===== config.mk =====
export PLATFORM = sky130hd
export DESIGN_NAME = mips_multi_ctrl
export DESIGN_NICKNAME = d
export VERILOG_FILES = /design/src/rtl/mips_multi_pkg.sv /design/src/rtl/mips_alu_dec.sv /design/src/rtl/mips_multi_ctrl.sv
export SDC_FILE = /design/constraint.sdc
export NUM_CORES = 1
export LEC_CHECK = 0
export CORE_MARGIN = 5
export CORE_UTILIZATION = 45
export DETAILED_ROUTE_END_ITERATION = 12
export HOLD_SLACK_MARGIN = 0.08
export MAX_ROUTING_LAYER = met4
export PLACE_DENSITY = 0.77
export SETUP_SLACK_MARGIN = 0.3
export SYNTH_ARGS = -nofsm -noshare
export SYNTH_HDL_FRONTEND = slang
export SYNTH_SLANG_ARGS = --single-unit

===== constraint.sdc =====
create_clock -name clk -period 6.95 [get_ports clk]
set_input_delay 2.085 -clock clk [delete_from_list [all_inputs] [get_ports clk]]
set_output_delay 2.085 -clock clk [all_outputs]
set_load 0.02 [all_outputs]

===== src/rtl/mips_multi_pkg.sv =====
// Shared types and encodings for the multicycle MIPS control unit.
// States, opcodes, funct codes, ALUOp, ALU control and srcB selects.
package mips_multi_pkg;

   typedef enum logic [3:0] {
      S_FETCH,
      S_DECODE,
      S_MEMADR,
      S_MEMRD,
      S_MEMWB,
      S_MEMWR,
      S_EXECUTE,
      S_ALUWB,
      S_ADDIEX,
      S_ADDIWB,
      S_BRANCH,
      S_HALT
   } state_t;

   localparam logic [5:0] OP_LW   = 6'b100011;
   localparam logic [5:0] OP_SW   = 6'b101011;
   localparam logic [5:0] OP_R    = 6'b000000;
   localparam logic [5:0] OP_ADDI = 6'b001000;
   localparam logic [5:0] OP_BEQ  = 6'b000100;

   localparam logic [5:0] FN_ADD = 6'b100000;
   localparam logic [5:0] FN_SUB = 6'b100010;
   localparam logic [5:0] FN_AND = 6'b100100;
   localparam logic [5:0] FN_OR  = 6'b100101;
   localparam logic [5:0] FN_SLT = 6'b101010;

   typedef enum logic [1:0] {
      ALUOP_ADD = 2'b00,
      ALUOP_SUB = 2'b01,
      ALUOP_FN  = 2'b10
   } aluop_t;

   localparam logic [2:0] ALU_ADD = 3'b010;
   localparam logic [2:0] ALU_SUB = 3'b110;
   localparam logic [2:0] ALU_AND = 3'b000;
   localparam logic [2:0] ALU_OR  = 3'b001;
   localparam logic [2:0] ALU_SLT = 3'b111;

   localparam logic [1:0] SRCB_REGB   = 2'b00;
   localparam logic [1:0] SRCB_FOUR   = 2'b01;
   localparam logic [1:0] SRCB_IMM    = 2'b10;
   localparam logic [1:0] SRCB_IMM_SH = 2'b11;

   typedef struct packed {
      logic       pc_write;
      logic       branch;
      logic       pc_src;
      logic       iord;
      logic       mem_write;
      logic       ir_write;
      logic       reg_dst;
      logic       mem_reg;
      logic       reg_write;
      logic       srca;
      logic [1:0] srcb;
      logic       alu_en;
      aluop_t     aluop;
      logic       done;
   } ctrl_t;

   function automatic logic is_known_op(input logic [5:0] op);
      return (op == OP_LW) || (op == OP_SW) || (op == OP_R) ||
             (op == OP_ADDI) || (op == OP_BEQ);
   endfunction

endpackage


===== src/rtl/mips_alu_dec.sv =====
// Combinational ALUOp/Funct to ALU control decoder.
// Unknown funct codes fall back to add.
module mips_alu_dec
   import mips_multi_pkg::*;
(
   input  aluop_t     i_aluop,
   input  logic [5:0] i_funct,
   output logic [2:0] o_alu_ctrl
);

   always_comb begin
      o_alu_ctrl = ALU_ADD;
      case (i_aluop)
         ALUOP_SUB: o_alu_ctrl = ALU_SUB;
         ALUOP_FN: begin
            case (i_funct)
               FN_ADD:  o_alu_ctrl = ALU_ADD;
               FN_SUB:  o_alu_ctrl = ALU_SUB;
               FN_AND:  o_alu_ctrl = ALU_AND;
               FN_OR:   o_alu_ctrl = ALU_OR;
               FN_SLT:  o_alu_ctrl = ALU_SLT;
               default: o_alu_ctrl = ALU_ADD;
            endcase
         end
         default: o_alu_ctrl = ALU_ADD;
      endcase
   end

endmodule


===== src/rtl/mips_multi_ctrl.sv =====
// Multicycle MIPS main control FSM with Moore-decoded strobes.
// Define MIPS_CTRL_ILLEGAL_TRAP_EN to halt on unknown opcodes.
module mips_multi_ctrl
   import mips_multi_pkg::*;
#(
   parameter int CNT_W = 16
)(
   input  logic             clk,
   input  logic             reset,
   input  logic [5:0]       Op,
   input  logic [5:0]       Funct,
   output logic             PC_write,
   output logic             Branch,
   output logic             Pc_src_mux,
   output logic             lorD_mux,
   output logic             Mem_write,
   output logic             IR_write,
   output logic             Reg_Dst_mux,
   output logic             Mem_reg_mux,
   output logic             Reg_write,
   output logic             ALU_srcA_mux,
   output logic [1:0]       ALU_srcB_mux,
   output logic [2:0]       ALU_control,
   output logic             instr_done,
`ifdef MIPS_CTRL_ILLEGAL_TRAP_EN
   output logic             illegal_o,
`endif
   output logic [CNT_W-1:0] instr_count
);

   state_t           r_state;
   state_t           w_next;
   logic [CNT_W-1:0] r_count;
   ctrl_t            w_ctrl;
   logic [2:0]       w_alu;

   always_comb begin
      w_next = S_FETCH;
      case (r_state)
         S_FETCH: w_next = S_DECODE;
         S_DECODE: begin
            case (Op)
               OP_LW, OP_SW: w_next = S_MEMADR;
               OP_R:         w_next = S_EXECUTE;
               OP_ADDI:      w_next = S_ADDIEX;
               OP_BEQ:       w_next = S_BRANCH;
`ifdef MIPS_CTRL_ILLEGAL_TRAP_EN
               default:      w_next = S_HALT;
`else
               default:      w_next = S_FETCH;
`endif
            endcase
         end
         S_MEMADR:  w_next = (Op == OP_LW) ? S_MEMRD : S_MEMWR;
         S_MEMRD:   w_next = S_MEMWB;
         S_EXECUTE: w_next = S_ALUWB;
         S_ADDIEX:  w_next = S_ADDIWB;
         S_HALT:    w_next = S_HALT;
         default:   w_next = S_FETCH;
      endcase
   end

   always_comb begin
      w_ctrl = '0;
      case (r_state)
         S_FETCH: begin
            w_ctrl.pc_write = 1'b1;
            w_ctrl.ir_write = 1'b1;
            w_ctrl.srcb     = SRCB_FOUR;
            w_ctrl.alu_en   = 1'b1;
         end
         S_DECODE: begin
            w_ctrl.srcb   = SRCB_IMM_SH;
            w_ctrl.alu_en = 1'b1;
`ifndef MIPS_CTRL_ILLEGAL_TRAP_EN
            w_ctrl.done   = !is_known_op(Op);
`endif
         end
         S_MEMADR, S_ADDIEX: begin
            w_ctrl.srca   = 1'b1;
            w_ctrl.srcb   = SRCB_IMM;
            w_ctrl.alu_en = 1'b1;
         end
         S_MEMRD: w_ctrl.iord = 1'b1;
         S_MEMWB: begin
            w_ctrl.mem_reg   = 1'b1;
            w_ctrl.reg_write = 1'b1;
            w_ctrl.done      = 1'b1;
         end
         S_MEMWR: begin
            w_ctrl.iord      = 1'b1;
            w_ctrl.mem_write = 1'b1;
            w_ctrl.done      = 1'b1;
         end
         S_EXECUTE: begin
            w_ctrl.srca   = 1'b1;
            w_ctrl.srcb   = SRCB_REGB;
            w_ctrl.alu_en = 1'b1;
            w_ctrl.aluop  = ALUOP_FN;
         end
         S_ALUWB: begin
            w_ctrl.reg_dst   = 1'b1;
            w_ctrl.reg_write = 1'b1;
            w_ctrl.done      = 1'b1;
         end
         S_ADDIWB: begin
            w_ctrl.reg_write = 1'b1;
            w_ctrl.done      = 1'b1;
         end
         S_BRANCH: begin
            w_ctrl.srca   = 1'b1;
            w_ctrl.srcb   = SRCB_REGB;
            w_ctrl.alu_en = 1'b1;
            w_ctrl.aluop  = ALUOP_SUB;
            w_ctrl.branch = 1'b1;
            w_ctrl.pc_src = 1'b1;
            w_ctrl.done   = 1'b1;
         end
         default: w_ctrl = '0;
      endcase
      // Reset wins over the state decode so no strobe leaks in that cycle
      if (reset) w_ctrl = '0;
   end

   mips_alu_dec u_alu_dec (
      .i_aluop    (w_ctrl.aluop),
      .i_funct    (Funct),
      .o_alu_ctrl (w_alu)
   );

   always_ff @(posedge clk) begin
      if (reset) begin
         r_state <= S_FETCH;
         r_count <= '0;
      end else begin
         r_state <= w_next;
         if (w_ctrl.done) r_count <= r_count + CNT_W'(1);
      end
   end

   assign PC_write     = w_ctrl.pc_write;
   assign Branch       = w_ctrl.branch;
   assign Pc_src_mux   = w_ctrl.pc_src;
   assign lorD_mux     = w_ctrl.iord;
   assign Mem_write    = w_ctrl.mem_write;
   assign IR_write     = w_ctrl.ir_write;
   assign Reg_Dst_mux  = w_ctrl.reg_dst;
   assign Mem_reg_mux  = w_ctrl.mem_reg;
   assign Reg_write    = w_ctrl.reg_write;
   assign ALU_srcA_mux = w_ctrl.srca;
   assign ALU_srcB_mux = w_ctrl.srcb;
   assign ALU_control  = w_ctrl.alu_en ? w_alu : 3'b000;
   assign instr_done   = w_ctrl.done;
   assign instr_count  = r_count;
`ifdef MIPS_CTRL_ILLEGAL_TRAP_EN
   assign illegal_o    = !reset && (r_state == S_HALT);
`endif

endmodule


==> impl_results.md <==
* Status: finished, final reports clean
* Max-slew violations at 0
* Max-slew headroom at 0.4946
* Leak Pwr at 0.6513 nW
* Fillers at 310
* YS warnings at 0
* Area Overhead vs Synth at 33.47%
* RSZ-0062 raised after global routing: no
* Max cap viols at 0
* Setup Fix Bufs, Post-CTS at 0
* Clock transition at path regs at 0.12 ns
* Synthesized instance count at 199
* Main flop type after synthesis: dfxtp_1
* Resized Gates After CTS at 0
* Clk Latency, worst-skew pair at approximately 0.31 ns
* Total GRT Usage at 0.1846
* Setup TNS at 0 ns
* Share of cells above drive strength 1 at 0.06466
* Residual DRC at 0
* Critical Path Sink Type: primary output
* CP Data Arrival Time at 4.43 ns
* Core Area at approximately 0.0033 mm2
* Final setup violating endpoints at 0
* Final min period at about 6.5 ns
* DR WL/cell at approximately 14 um
* Routability cong. at about 0.78
* Number of buffers created by CTS at 3
* Worst vdd ir at 0.00007568 V
* Register bit total from synthesis at 20
* Switching share of power at 0.3130
* Router iterations before antenna repair at 6
* Cell Area, Synth at roughly 0.0015 mm2
* Initial antenna violation count at 0
* Cell Int Power at ~210 uW
* Post-synth EDFFs at 0
* Seq pwr share at 0.416
* IO buf count at 45
* Dpl cell area at 0.001943 mm2
* Die width at ~68 um
* I/O pin count at 46
* Sink Count at 20
* Final net count at between 200 and 300
* CTS tree: done
* Largest net degree at the start of global routing at 31
* Clk root buf: clkbuf_4
* Setup slack, reg-to-reg at roughly 4.7 ns
* Total power at approximately 310 uW
* Chip height at between 60 and 70 um
* Most common cell after layout, fill and taps aside: clkdlybuf4s50_1
* Final instance area at roughly 0.002 mm2
* Mapped Avg Cell Area at ~7.5 um2
* Hpwl dp at between 2000 and 3000 um
* Vias in the first global route at roughly 1400
* Layout Skew at 0.004052 ns
* Netlist cell types at 48
* Clock buffer depth at 2
* Global-route wire length before repair at between 6000 and 7000 um
* Crit path required time at just under 5 ns
* Starting Density at 0.4552
* Crit Path Max Fanout at 13
* Final Util at 0.6076
* Total grt overflow at 0
* Synthesized net count at 216
* Tcrit/Tclk final at 0.9378
* # rows at 21
* Max Clock Freq at ~0.15 GHz
* Worst Tran Pin Value at 0.7571 ns
* Htree depth at 1
* Clock network fraction of total power at 0.316
* Final hold violation count at 0
* Worst Setup Start Kind: input pin
* Switching power at between 90 and 100 uW
* Drt via density at 5.813
* Comb pwr share at 0.268
* CTS Hold Bufs at 0
* Die Area at ~0.0046 mm2
* Register area share after synthesis at 0.2678
* Routed WL at ~3800 um
* Routed Antenna Nets at 0
* Iter 0 DRT Violations at between 150 and 200
* Pwr/cell area at between 150 and 200 mW/mm2
* Fraction of registers with async set or reset after synthesis at 0
* Hold crit path type: reg2reg
* N_diodes at 0
* Most frequent cells in the layout: clkdlybuf4s50_1 (45), dfxtp_1 (20), a21oi_1 (17), nor2_1 (14), nand2_1 (11)
* Total number of vias at ~1600
* Crit path kind: in2out
==> flip-flops by register name (all words and copies together) (netlist names) <==
signal and cells:
r_state 4, instr_count 16
==> routing by layer <==
metal  GRT usage  vias up  part of all wire
met3     0.02496        6             0.035
met5           -        -                 0
met2      0.2843       37              0.47
li1            -      822                 -
met4     0.05570        0             0.014
met1      0.2495      751              0.48
==> worst max-delay path, stage by stage <==
cell and delay [ns]:
clkdlybuf4s50_1 0.65, nor3_1 0.37, inv_1 0.08, ha_1 0.23
a31oi_1 0.20, nor3b_1 0.21, nor2_1 0.05, clkdlybuf4s50_1 0.55
==> path summary, 6_finish.rpt <==
kind,depth (start not counted),end,start
worst min-delay path,2,instr_count[13],instr_count[13]
worst max-delay path,8,ALU_control[1],reset
worst max register to register,5,instr_count[5],r_state[0]
worst min register to register,2,instr_count[13],instr_count[13]
==> power groups by stage <==
stage               Sequential, mW  Clock, mW  Combinational (mW)
floorplan                    0.127          0              0.0564
finish                       0.130     0.0986              0.0838
global route                 0.131      0.105              0.0914
detailed placement           0.132          0              0.0838
global placement             0.132          0              0.0832
CTS                          0.129      0.100              0.0839
==> metrics by stage <==
step	instances	setup slack, ns	hold WS, ns
2_1_floorplan	199	1.081	0.5530
3_3_place_gp	274	0.5711	0.4814
3_5_place_dp	274	0.4623	0.4855
4_1_cts	278	0.4637	0.5031
5_1_grt	278	0.3124	0.5284
6_report	278	0.4322	0.4963
==> cells in the mapped netlist (2+ instances only) <==
cell       count  area (um2)
buf_1          3       11.26
a31oi_1        2       12.51
nand4_1        4       25.02
o21ai_0        6       30.03
nand2_1       11       41.29
buf_2          3       15.01
buf_4          3       22.52
mux2_2         2       22.52
mux2i_1        2       20.02
or4_1         10       75.07
and2_1         2       12.51
o311ai_0       3       26.28
o31ai_1       10       75.07
nor3b_1        4       30.03
or2_2          4       25.02
and4_1         2       17.52
nor3_1        10       50.05
ha_1           3       37.54
nor4_1         5       31.28
o41ai_1        3       26.28
and4b_1        2       20.02
a2111oi_0      2       17.52
a21oi_1       17       85.08
inv_1          6       22.52
xor2_1         2       17.52
nand3_1        7       35.03
clkbuf_1      11       41.29
and3_1         3       18.77
dfxtp_1       20       400.4
nor2b_1        3       18.77
nand2b_1       4       25.02
nor2_1        14       52.55
==> cell families after synthesis <==
kind of cell | synth area share
AO/OA/AOI/OAI | 0.2561
buffers and inverters | 0.07531
multiplexers | 0.02845
adder cells (fa/ha/maj) | 0.02511
XOR/XNOR | 0.01758
flip-flops | 0.2678
AND/OR/NAND/NOR | 0.3297
==> layout make-up <==
class | instances | area, um2 | share of cell area
clock inverters | 1 | 30.03 | 0.01505
inverters | 6 | 22.52 | 0.01129
well taps | 46 | 57.56 | 0.02884
repair buffers | 49 | 480.5 | 0.2408
flip-flops and latches | 20 | 400.4 | 0.2006
multi-input cells | 153 | 982.2 | 0.4922
clock buffers | 3 | 22.52 | 0.01129
No activity file was read; power rests on OpenSTA's default activity.
